## src/rtl/ads_emu.sv

```systemverilog
// ADC emulator: conversion timing, serial readout of latched samples and
// capture of a serial configuration word, all on the single system clock.
module ads_emu #(
    parameter int CONV_CYCLES = 85,
    parameter int FRAME_BITS  = 16
) (
    input  logic        CLK_100M,
    input  logic        CLK_RST,
    input  logic        ADS_CLK,
    input  logic        ADS_CS_N,
    input  logic        ADS_CONVST,
    input  logic        ADS_RD,
    input  logic        ADS_SDI,
    input  logic [1:0]  ADS_M,
    input  logic        PAT_SEL,
    input  logic [15:0] DIN_A,
    input  logic [15:0] DIN_B,
    output logic        ADS_BUSY,
    output logic        ADS_SDOA,
    output logic        ADS_SDOB,
    output logic [15:0] CFG_WORD,
    output logic        CFG_VALID,
    output logic        CONV_ERR
);

    localparam int W      = FRAME_BITS;
    localparam int IDX_W  = $clog2(2 * W);
    localparam int N_SYNC = 5;
    localparam logic [IDX_W-1:0] LAST_DUAL   = IDX_W'(W - 1);
    localparam logic [IDX_W-1:0] LAST_SINGLE = IDX_W'(2 * W - 1);
    localparam logic [7:0]       CNT_LOAD    = 8'(CONV_CYCLES - 1);

    typedef enum logic {C_IDLE = 1'b0, C_CONV = 1'b1} conv_state_t;
    typedef enum logic {S_IDLE = 1'b0, S_SHIFT = 1'b1} shift_state_t;

    // ---------------- input synchronisers ----------------
    logic [N_SYNC-1:0] async_vec;
    logic [N_SYNC-1:0] sync_vec;
    assign async_vec = {ADS_SDI, ADS_RD, ADS_CONVST, ADS_CS_N, ADS_CLK};

    genvar gi;
    generate
        for (gi = 0; gi < N_SYNC; gi++) begin : g_sync
            logic meta_reg;
            logic sync_reg;
            always_ff @(posedge CLK_100M) begin
                if (!CLK_RST) begin
                    meta_reg <= 1'b0;
                    sync_reg <= 1'b0;
                end else begin
                    meta_reg <= async_vec[gi];
                    sync_reg <= meta_reg;
                end
            end
            assign sync_vec[gi] = sync_reg;
        end
    endgenerate

    logic sclk_s, cs_n_s, convst_s, rd_s, sdi_s;
    assign {sdi_s, rd_s, convst_s, cs_n_s, sclk_s} = sync_vec;

    logic sclk_prev_reg, convst_prev_reg;
    always_ff @(posedge CLK_100M) begin
        if (!CLK_RST) begin
            sclk_prev_reg   <= 1'b0;
            convst_prev_reg <= 1'b0;
        end else begin
            sclk_prev_reg   <= sclk_s;
            convst_prev_reg <= convst_s;
        end
    end

    logic sclk_rise, sclk_fall, convst_rise;
    assign sclk_rise   = sclk_s & ~sclk_prev_reg;
    assign sclk_fall   = ~sclk_s & sclk_prev_reg;
    assign convst_rise = convst_s & ~convst_prev_reg;

    // ---------------- conversion FSM ----------------
    conv_state_t c_state_reg, c_state_next;
    logic [7:0]   conv_cnt_reg;
    logic [W-1:0] smp_a_reg, smp_b_reg;
    logic [15:0]  pat_cnt_reg;
    logic         data_rdy_reg;
    logic         conv_err_reg;
    logic         conv_start, conv_done, conv_reject;
    logic         frame_start;

    always_ff @(posedge CLK_100M) begin
        if (!CLK_RST) c_state_reg <= C_IDLE;
        else          c_state_reg <= c_state_next;
    end

    always_comb begin
        c_state_next = c_state_reg;
        case (c_state_reg)
            C_IDLE: if (convst_rise) c_state_next = C_CONV;
            C_CONV: if (conv_cnt_reg == 8'd0) c_state_next = C_IDLE;
            default: c_state_next = C_IDLE;
        endcase
    end

    // A start edge landing on the completion cycle is rejected too.
    always_comb begin
        ADS_BUSY    = (c_state_reg == C_CONV);
        conv_start  = (c_state_reg == C_IDLE) && convst_rise;
        conv_reject = (c_state_reg == C_CONV) && convst_rise;
        conv_done   = (c_state_reg == C_CONV) && (conv_cnt_reg == 8'd0);
    end

    logic [W-1:0] smp_src_a, smp_src_b;
    assign smp_src_a = PAT_SEL ? W'(pat_cnt_reg)  : W'(DIN_A);
    assign smp_src_b = PAT_SEL ? W'(~pat_cnt_reg) : W'(DIN_B);

    always_ff @(posedge CLK_100M) begin
        if (!CLK_RST) begin
            conv_cnt_reg <= 8'd0;
            smp_a_reg    <= '0;
            smp_b_reg    <= '0;
            pat_cnt_reg  <= 16'd0;
            data_rdy_reg <= 1'b0;
            conv_err_reg <= 1'b0;
        end else begin
            conv_err_reg <= conv_reject;
            if (conv_start)
                conv_cnt_reg <= CNT_LOAD;
            else if ((c_state_reg == C_CONV) && (conv_cnt_reg != 8'd0))
                conv_cnt_reg <= conv_cnt_reg - 8'd1;
            if (conv_done) begin
                smp_a_reg    <= smp_src_a;
                smp_b_reg    <= smp_src_b;
                pat_cnt_reg  <= pat_cnt_reg + 16'd1;
                data_rdy_reg <= 1'b1;
            end else if (frame_start) begin
                data_rdy_reg <= 1'b0;
            end
        end
    end

    assign CONV_ERR = conv_err_reg;

    // ---------------- shift FSM ----------------
    shift_state_t s_state_reg, s_state_next;
    logic [2*W-1:0]   shr_a_reg;
    logic [W-1:0]     shr_b_reg;
    logic [IDX_W-1:0] bit_idx_reg;
    logic             single_reg;
    logic             last_bit, shift_step;

    assign frame_start = (s_state_reg == S_IDLE) && sclk_rise && !cs_n_s && rd_s
                         && data_rdy_reg && !ADS_BUSY;
    assign last_bit    = (bit_idx_reg == (single_reg ? LAST_SINGLE : LAST_DUAL));
    assign shift_step  = (s_state_reg == S_SHIFT) && !cs_n_s && sclk_rise && !last_bit;

    always_ff @(posedge CLK_100M) begin
        if (!CLK_RST) s_state_reg <= S_IDLE;
        else          s_state_reg <= s_state_next;
    end

    always_comb begin
        s_state_next = s_state_reg;
        case (s_state_reg)
            S_IDLE:  if (frame_start) s_state_next = S_SHIFT;
            S_SHIFT: begin
                if (cs_n_s)
                    s_state_next = S_IDLE;
                else if (sclk_rise && last_bit)
                    s_state_next = S_IDLE;
            end
            default: s_state_next = S_IDLE;
        endcase
    end

    // Single-lane mode chains both samples through lane A.
    always_ff @(posedge CLK_100M) begin
        if (!CLK_RST) begin
            shr_a_reg   <= '0;
            shr_b_reg   <= '0;
            bit_idx_reg <= '0;
            single_reg  <= 1'b0;
        end else if (frame_start) begin
            shr_a_reg   <= (ADS_M == 2'b01) ? {smp_a_reg, smp_b_reg} : {smp_a_reg, {W{1'b0}}};
            shr_b_reg   <= smp_b_reg;
            bit_idx_reg <= '0;
            single_reg  <= (ADS_M == 2'b01);
        end else if (shift_step) begin
            shr_a_reg   <= {shr_a_reg[2*W-2:0], 1'b0};
            shr_b_reg   <= {shr_b_reg[W-2:0], 1'b0};
            bit_idx_reg <= bit_idx_reg + IDX_W'(1);
        end
    end

    always_comb begin
        ADS_SDOA = 1'b0;
        ADS_SDOB = 1'b0;
        if (s_state_reg == S_SHIFT) begin
            ADS_SDOA = shr_a_reg[2*W-1];
            ADS_SDOB = single_reg ? 1'b0 : shr_b_reg[W-1];
        end
    end

    // ---------------- configuration input ----------------
    logic [15:0] sdi_sr_reg;
    logic [3:0]  sdi_cnt_reg;

    always_ff @(posedge CLK_100M) begin
        if (!CLK_RST) begin
            sdi_sr_reg  <= 16'd0;
            sdi_cnt_reg <= 4'd0;
            CFG_WORD    <= 16'd0;
            CFG_VALID   <= 1'b0;
        end else begin
            CFG_VALID <= 1'b0;
            if (cs_n_s) begin
                sdi_cnt_reg <= 4'd0;
            end else if (sclk_fall) begin
                sdi_sr_reg  <= {sdi_sr_reg[14:0], sdi_s};
                sdi_cnt_reg <= sdi_cnt_reg + 4'd1;
                if (sdi_cnt_reg == 4'd15) begin
                    CFG_WORD  <= {sdi_sr_reg[14:0], sdi_s};
                    CFG_VALID <= 1'b1;
                end
            end
        end
    end

endmodule
```

## config.mk

```make
export PLATFORM = sky130hd
export DESIGN_NAME = ads_emu
export DESIGN_NICKNAME = d
export VERILOG_FILES = /design/src/rtl/ads_emu.sv
export SDC_FILE = /design/constraint.sdc
export NUM_CORES = 1
export LEC_CHECK = 0
export ABC_AREA = 1
export BUFFER_PORTS_ARGS = -buffer_cell sky130_fd_sc_hd__buf_2
export CAP_MARGIN = 20
export CORE_UTILIZATION = 40
export DETAILED_ROUTE_END_ITERATION = 6
export GPL_ROUTABILITY_DRIVEN = 0
export PLACE_DENSITY_LB_ADDON = 0.08
export SKIP_CTS_REPAIR_TIMING = 1
export SYNTH_ARGS = -nofsm -noshare
export SYNTH_HDL_FRONTEND = slang
export SYNTH_SLANG_ARGS = --single-unit
```

## constraint.sdc

```tcl
create_clock -name CLK_100M -period 1.65 [get_ports CLK_100M]
set_input_delay 0.2475 -clock CLK_100M [delete_from_list [all_inputs] [get_ports CLK_100M]]
set_output_delay 0.2475 -clock CLK_100M [all_outputs]
set_load 0.01 [all_outputs]
```

==> impl_metrics.csv <==
group,metric,value,unit
run_status,outcome,"finished with violations",
run_status,violations,"hold timing",
global_route,grt_antenna_before_repair,0,
timing,period_share,98.0,%
worst_setup_path,r2r_cells,9,
worst_setup_path,rr_startpoint,"bit_idx_reg[1]",
worst_setup_path,r2r_slack,0.03,ns
timing,hold_slack,-0.00598,ns
finish,fin_nets,1169,
global_route,grt_max_degree,46,
routing,vias,6714,
timing,drv_slew,0,
floorplanning,die-height,136,um
place,placed_cells,1308,
floorplanning,die_w,136,um
clock_tree,htree_levels,4,
worst_hold_path,holdPathEnd,"g_sync[1].meta_reg",
place,dp_hpwl,12200,um
pwr,ir_worst_vdd,0.737,mV
worst_hold_path,hold_depth,3,
routing,drt-total-wl,19200,um
timing,setup_viol,0,
global_route,grt_pass1_wl,29800,um
worst_setup_path,cpPeakStageDelay,0.37,ns
job,drv_cap,0,
timing,fmax,619,MHz
clock_tree,cts-root-buf,"clkbuf_16",
worst_setup_path,worst-path-buf-inv,3,
logic_synthesis,synth_top_area_share,45.1,%
logic_synthesis,seq_area_frac_synth,45.1,%
timing,tightest_slew,0.533,ns
logic_synthesis,synth_area_leaders,"dfxtp_1, nand2_1, nand3_1",
worst_hold_path,hp-start,"ADS_CS_N",
logic_synthesis,synth_area,0.00719,mm2
worst_setup_path,crit_chain,"ha_4, inv_2, nor3_4, nand2_2, nand2_8, buf_12, clkbuf_16, nand3_1, a21oi_1",
global_route,grt_pass1_vias,6014,
routing,drt_pass1_iterations,4,
place,placed_area,0.00795,mm2
worst_setup_path,path_depth,9,
pwr,p_leak,0.00383,uW
worst_setup_path,cpLargestDelayFamily,"simple AND/OR/NAND/NOR gates",
timing,slew_headroom,64.4,%
timing,hold_violations,2,
worst_setup_path,worstSetupStartpointType,"flip-flop",
clock_tree,cts.clk_slew.worst_paths,0.07,ns
worst_setup_path,crit_required,2.01,ns
pwr,power.density,947,mW/mm2
finish,syn2layout_area_growth,25.3,%
worst_setup_path,crit_slowest_cell,"dfxtp_4",
worst_setup_path,critPathArrivalTime,1.98,ns
clock_tree,cts_tree,"yes",
routing,drt-vias-per-instance,4.93,
worst_setup_path,worstSetupPathType,"reg -> reg",
routing,drt_iter0_drc,350,
finish,drive_gt1_share,16.2,%
finish,n_fill_cell,1792,
clock_tree,cts_made_buffers,17,
logic_synthesis,ys_types,31,
floorplanning,start_util,41.3,%
timing,fin_skew,0.0107,ns
clock_tree,clock_sinks,162,
routing,drc_errors,0,
timing,min_period,1.62,ns
routing,wire_per_inst,14.1,um
worst_setup_path,r2r_end,"shr_b_reg[13]",
logic_synthesis,yosys.area.top_type,"dfxtp_1",
finish,largest_register_ffs,32,
worst_setup_path,cp_max_fo,11,
floorplanning,die-area,0.0185,mm2
logic_synthesis,syn_nets,1086,
finish,instances_no_fill,1361,
worst_setup_path,critPathCaptureType,"flip-flop",
routing,ant_nets,0,
clock_tree,clock_latency,0.44,ns
floorplanning,core,0.0174,mm2
place,io_buffers,62,
logic_synthesis,syn-instance-count,1039,
logic_synthesis,synth_seq_cells,162,
clock_tree,clockBufferDepth,2,
logic_synthesis,yosysWarnings,0,
floorplanning,rows,48,
logic_synthesis,postSynthAreaPerCell,6.92,um2
global_route,grt.total_usage,20.6,%
global_route,globalRoute.totalOverflow,0,
worst_hold_path,hp-class,"in -> reg",
floorplanning,ios,63,
timing,rsz0062_at_grt,"true",
finish,fin_area,0.00902,mm2
cells by family after synthesis:
| family | Yosys count | share of synthesized area, % |
|---|---|---|
| xor+xnor | 10 | 1.22 |
| simple gates | 495 | 28.5 |
| fa+ha+maj | 5 | 0.870 |
| flops | 162 | 45.1 |
| buf+inv | 159 | 9.06 |
| compound gates | 208 | 15.2 |
metrics by stage:
step | total power [uW] | setup slack (ns) | util, % | setup TNS [ns]
finish | 8540 | 0.0335 | 51.8 | 0
global route | 8860 | -0.0481 | 51.8 | -0.523
CTS | 8610 | 0.00107 | 49.1 | 0
detailed placement | 4660 | 0.0372 | 45.7 | 0
global placement | 4660 | 0.0760 | 45.7 | 0
floorplan | 4430 | 0.148 | - | 0
tightest hold or removal path, delay by kind of cell:
kind	cells	cell delay, ns
buffers and inverters	2	0.12
and+or+nand+nor	1	0.04
per-layer routing:
metal / share of wire (%) / track usage [%] / vias up
li1: - / - / 3548
met1: 49 / 28.1 / 3056
met2: 46 / 32.3 / 92
met3: 2.9 / 4.74 / 18
met4: 1.3 / 5.37 / 0
met5: 0 / 0 / -
cells in the mapped netlist (all sizes together):
cell / number
nand2: 252
dfxtp: 162
nor2: 121
nand3: 103
inv: 99
a21oi: 94
o21ai: 93
clkbuf: 38
buf: 21
a211oi: 18
nand4: 8
nor3: 7
xor2: 6
ha: 5
xnor2: 4
and2: 1
and3: 1
clkinv: 1
nor3b: 1
o211a: 1
o21bai: 1
o22ai: 1
or2: 1
area by class of cell:
type / instances / area [um2] / share of cell area [%]
timing repair inverter: 1 / 7.51 / 0.0833
timing repair buffer: 121 / 1070 / 11.8
clock buffer: 17 / 425 / 4.72
clock inverter: 15 / 166 / 1.85
multi-input combinational: 719 / 3440 / 38.1
antenna: 1 / 2.50 / 0.0278
sequential: 162 / 3250 / 36.0
inverter: 100 / 379 / 4.20
tap: 225 / 282 / 3.12
cells in the final DEF, fill, tap and decap left out, drive strengths merged:
master	count
a211oi	18
a21oi	94
and2	1
and3	1
buf	113
clkbuf	23
clkinv	6
clkinvlp	4
dfxtp	162
diode	1
dlygate4sd3	2
ha	5
inv	106
nand2	253
nand3	103
nand4	8
nor2	121
nor3	7
nor3b	1
o211a	1
o21ai	93
o21bai	1
o22ai	1
or2	1
xnor2	4
xor2	6
where the power goes:
part           leakage, uW  switching, uW  internal, uW
Combinational      0.00223            353           211
Clock             0.000284           1910          2040
Sequential         0.00131           39.7          3980
Total              0.00383           2310          6230
worst max path at each step:
stage	start	endpoint	slack, ns
final	bit_idx_reg[1]	shr_b_reg[13]	0.03
after CTS	bit_idx_reg[1]	shr_b_reg[7]	0.001
after floorplan	bit_idx_reg[0]	shr_b_reg[5]	0.15
after global routing	bit_idx_reg[1]	shr_b_reg[13]	-0.05
after global placement	bit_idx_reg[1]	shr_a_reg[31]	0.08
after detailed placement	conv_cnt_reg[1]	smp_b_reg[0]	0.04
Note: power is estimated with default switching activity, not from simulation.
